===== src/rtl/fifo_wm.sv =====
// First-word-fall-through FIFO with concurrent push/pop, fill level, programmable
// almost-empty/almost-full watermarks, sticky w1c overflow/underflow and a synchronous flush.
module fifo_wm #(
    parameter int unsigned DEPTH = 16,
    parameter int unsigned WIDTH = 32,
    localparam int unsigned LW = $clog2(DEPTH) + 1
) (
    input  logic             clk,
    input  logic             reset,
    input  logic             chipselect,
    input  logic             read,
    input  logic             write,
    input  logic             flush,
    input  logic [WIDTH-1:0] data_in,
    input  logic             ov_clear,
    input  logic             uf_clear,
    input  logic [LW-1:0]    ae_thresh,
    input  logic [LW-1:0]    af_thresh,
    output logic [WIDTH-1:0] data_out,
    output logic [LW-1:0]    level,
    output logic             fe,
    output logic             ff,
    output logic             ae,
    output logic             af,
    output logic             ov,
    output logic             uf
);

    localparam int unsigned PW = $clog2(DEPTH);
    localparam logic [LW-1:0] FullLevel = LW'(DEPTH);

    logic [WIDTH-1:0] mem [DEPTH];

    logic [PW-1:0] rp_q, rp_d;
    logic [PW-1:0] wp_q, wp_d;
    logic [LW-1:0] level_q, level_d;
    logic          ov_q, ov_d;
    logic          uf_q, uf_d;

    logic rd, wr;
    logic is_empty, is_full;
    logic push, pop;
    logic set_ov, set_uf;
    logic mem_we;

    assign rd       = chipselect & read;
    assign wr       = chipselect & write;
    assign is_empty = (level_q == '0);
    assign is_full  = (level_q == FullLevel);

    // A pop on a full FIFO frees the slot on the same edge, so the push still lands.
    // A pop on an empty FIFO is never bypassed from the incoming write.
    assign push   = wr & (~is_full | rd);
    assign pop    = rd & ~is_empty;
    assign set_ov = wr & is_full & ~rd;
    assign set_uf = rd & is_empty;
    assign mem_we = push & ~flush & ~reset;

    always_comb begin
        rp_d    = rp_q;
        wp_d    = wp_q;
        level_d = level_q;
        ov_d    = ov_q & ~ov_clear;
        uf_d    = uf_q & ~uf_clear;
        if (flush) begin
            rp_d    = '0;
            wp_d    = '0;
            level_d = '0;
        end else begin
            if (push) begin
                wp_d = wp_q + 1'b1;
            end
            if (pop) begin
                rp_d = rp_q + 1'b1;
            end
            unique case ({push, pop})
                2'b10:   level_d = level_q + 1'b1;
                2'b01:   level_d = level_q - 1'b1;
                default: level_d = level_q;
            endcase
            // Set beats a simultaneous clear.
            if (set_ov) begin
                ov_d = 1'b1;
            end
            if (set_uf) begin
                uf_d = 1'b1;
            end
        end
    end

    always_ff @(posedge clk) begin
        if (reset) begin
            rp_q    <= '0;
            wp_q    <= '0;
            level_q <= '0;
            ov_q    <= 1'b0;
            uf_q    <= 1'b0;
        end else begin
            rp_q    <= rp_d;
            wp_q    <= wp_d;
            level_q <= level_d;
            ov_q    <= ov_d;
            uf_q    <= uf_d;
        end
    end

    // Storage is deliberately left out of reset.
    always_ff @(posedge clk) begin
        if (mem_we) begin
            mem[wp_q] <= data_in;
        end
    end

    assign level    = level_q;
    assign fe       = is_empty;
    assign ff       = is_full;
    assign ae       = (level_q <= ae_thresh);
    assign af       = (level_q >= af_thresh);
    assign ov       = ov_q;
    assign uf       = uf_q;
    assign data_out = is_empty ? '0 : mem[rp_q];

endmodule


===== config.mk =====
export PLATFORM = sky130hd
export DESIGN_NAME = fifo_wm
export DESIGN_NICKNAME = d
export VERILOG_FILES = /design/src/rtl/fifo_wm.sv
export SDC_FILE = /design/constraint.sdc
export NUM_CORES = 1
export LEC_CHECK = 0
export CORE_AREA = 2 2 218 220
export CTS_BUF_LIST = sky130_fd_sc_hd__clkbuf_4
export DETAILED_ROUTE_END_ITERATION = 8
export DIE_AREA = 0 0 220 222
export HOLD_SLACK_MARGIN = 0.02
export SLEW_MARGIN = 10
export SYNTH_ARGS = -nofsm -noshare
export SYNTH_HDL_FRONTEND = slang
export SYNTH_SLANG_ARGS = --single-unit

===== constraint.sdc =====
create_clock -name clk -period 9.2 [get_ports clk]
set_clock_uncertainty 0.1 [all_clocks]
set_input_delay 1.84 -clock clk [delete_from_list [all_inputs] [get_ports clk]]
set_output_delay 1.84 -clock clk [all_outputs]
set_load 0.005 [all_outputs]

==> flow_summary.yaml <==
hold_path:
  whs_endpoint: "ov"
  min-delay-start: "ov"
  hp-class: "reg2reg"
  holdPathStages: 2
clocking:
  hold_buffers: 0
  numCtsBuffers: 136
  cts_resized: 0
  post_cts_buffers: 0
  cts_sinks: 531
  clk_latency_ns: 0.79
  cts_tree: "yes"
  cts-root-buf: "clkbuf_4"
  max-clock-path-buffers: 3
  htreeDepth: 4
  path_clk_slew_ns: 0.07
route:
  drt_iter0_drc: 826
  dr.pass1.iters: 7
  via_per_inst: 5.44
  drtAntennaViolNets: 0
  route.detailed.drc: 0
  wl_per_cell_um: 23.5
  num_vias: 9992
  wl_um: 43100
floorplanning:
  start_util_pct: 44.8
  io-pin-count: 93
  die_h_um: 222
  core_area_mm2: 0.0463
  die_width_um: 220
  num_rows: 79
  die-area_mm2: 0.0488
worst_setup_path:
  reg2reg_slack_ns: 6.25
  r2r_start: "level[1]"
  critPathKind: "reg2out"
  rr_endpoint: "level[4]"
  startpoint_type: "register"
  worstPathRequired_ns: 7.26
  crit_fanout: 52
  cp.arrival_ns: 3.98
  r2r.worst_path.cells: 11
  cp-end-kind: "output port"
global_route:
  antenna_found_initial: 3
  grt_max_degree: 129
  grt_util_all_layers_pct: 18.3
  grt_pass1_vias: 10900
  grt_pass1_wl_um: 65100
  gr-total-overflow: 0
sta:
  hold_violations: 0
  fin_crit_sh_pct: 64.3
  drv_slew: 0
  tightest_slew_ns: 0.970
  fin_tns_setup_ns: 0
  timing.slew.headroom_pct: 35.3
  whs_ns: 0.383
  fmaxAchievable_mhz: 169
  report.final.setup_viol: 0
  min_period_ns: 5.92
  rsz0062_at_grt: "false"
power_and_ir_drop:
  switching_power_mw: 0.932
  clkPwrFrac_pct: 40.1
  p_leak_nw: 7.37
  power.density_mw_per_mm2: 192
  pwr-share-comb_pct: 2.2
  seq_power_share_pct: 57.7
  p_int_mw: 3.66
  p_sw_share_pct: 20.3
  peakVddDrop_mv: 0.0800
placement:
  place_inst: 1618
  dpl-instance-area_mm2: 0.0224
  dp_hpwl_um: 20600
  gp_congestion: 0.704
  io_buffers: 92
synthesis:
  ys_seq_area_share_pct: 76.1
  yosysWarnings: 0
  synth-seq-cells: 531
  ys.flop_type: "edfxtp_1"
  synth_top_cell_area_share_pct: 74.2
  synth_common_cells: "edfxtp_1 (512), mux4_2 (128), mux2i_1 (66)"
  synth_cell_types: 41
  synthTopCellsByArea: "edfxtp_1 (74%), mux4_2 (14%), mux2i_1 (3.2%)"
  synthesis.area_mm2: 0.0207
  synth_most_common_cell: "edfxtp_1"
  synth.largest_area_cell: "edfxtp_1"
  synth-edff-count: 512
  synthArstFlopShare_pct: 0
  synth_nets: 1014
  syn_inst: 945
  avgSynthCellArea_um2: 21.9
layout:
  synthToLayoutAreaGrowth_pct: 15.6
  n_fill_cell: 3769
  design_area_mm2: 0.0239
  drive_gt1_share_pct: 30.7
  nNetsFinal: 1218
  fin_cells: 1836
status:
  outcome: "finished clean"
run:
  cap_violations: 0
[layout by cell type (no fill, tap or decap), types with 2 or more instances in the layout]
| cell type | synthesis | layout |
|---|---|---|
| nand3_1 | 5 | 5 |
| clkbuf_4 | 0 | 191 |
| nor2_1 | 35 | 19 |
| nand2_1 | 11 | 11 |
| or3_1 | 2 | 2 |
| o21a_1 | 3 | 3 |
| diode_2 | 0 | 2 |
| ha_1 | 19 | 19 |
| o21ai_0 | 3 | 3 |
| nor2b_1 | 2 | 2 |
| edfxtp_1 | 512 | 512 |
| inv_1 | 15 | 15 |
| nand2_2 | 3 | 3 |
| clkdlybuf4s50_1 | 0 | 92 |
| a21oi_1 | 9 | 9 |
| mux4_2 | 128 | 128 |
| xor2_1 | 7 | 7 |
| clkinv_1 | 0 | 16 |
| nor3_1 | 2 | 2 |
| mux2i_1 | 66 | 66 |
| nand4_1 | 2 | 2 |
| inv_2 | 0 | 8 |
| o22ai_1 | 34 | 34 |
| nand2b_1 | 3 | 3 |
| dfxtp_4 | 0 | 3 |
| dfxtp_1 | 19 | 16 |
| xnor2_1 | 3 | 3 |
| nor2_4 | 0 | 16 |
| buf_4 | 11 | 21 |
[per-stage QoR]
stage               power (mW)  utilization, %  setup slack, ns
detailed placement        2.81            48.4             3.35
CTS                       4.66            51.7             3.16
global placement          2.80            48.4             3.36
global route              4.79            51.8             3.06
finish                    4.60            51.8             3.28
floorplan                 2.74               -             4.38
[how the worst max path moves through the flow]
stage                        to
finish              data_out[1]
global route        data_out[1]
CTS                 data_out[1]
detailed placement           ae
global placement             ae
floorplan                    ae
[cells by family (layout without fill, tap and decap cells)]
family                     after synthesis  after routing  share of synthesized area [%]
buffers and inverters                   63            345                           1.79
other                                    0              2                              0
DFF                                    531            531                           76.1
and+or+nand+nor                         73             73                           1.73
muxes                                  194            194                           17.1
xor gates and xnor gates                10             10                          0.423
adders and majority gates               19             19                           1.15
AOI/OAI and AO/OA                       55             55                           1.72
[sequential cells by signal (all words and copies together) (netlist names), named ones only]
signal and count:
level 5, mem 512, wp_q 4, uf 1
rp_q 4, ov 1
[layout make-up]
class                   count  area [um2]  area share, %
well taps                 607         759           3.17
flip-flops and latches    531       15800           65.8
inverters                  15        56.3          0.235
diodes                      2        5.00         0.0209
multi-input cells         351        4700           19.6
repair buffers            114        1100           4.59
clock buffers             191        1430           5.99
clock inverters            25         120          0.502
[metal layers]
metal	global-route usage, %	wire, um	up-vias
met5	0	11	-
met4	7.06	795	2
met3	3.70	2040	75
met2	29.3	21600	259
met1	24.8	18700	5240
li1	-	-	4416
[critical path, cell delays in order, from the launching register on]
cell,delay (ns)
dfxtp_4,0.86
buf_4,0.82
mux4_2,0.35
mux2i_1,0.08
o22ai_1,0.41
clkdlybuf4s50_1,0.59
[power groups by stage]
stage          clock network [mW]  logic [mW]  registers, mW
2_1_floorplan                   0      0.0312           2.71
3_3_place_gp                    0      0.0984           2.71
3_5_place_dp                    0       0.101           2.71
4_1_cts                      1.91       0.102           2.65
5_1_grt                      2.03       0.110           2.65
6_report                     1.84       0.100           2.65
No activity file was read; power rests on OpenSTA's default activity.
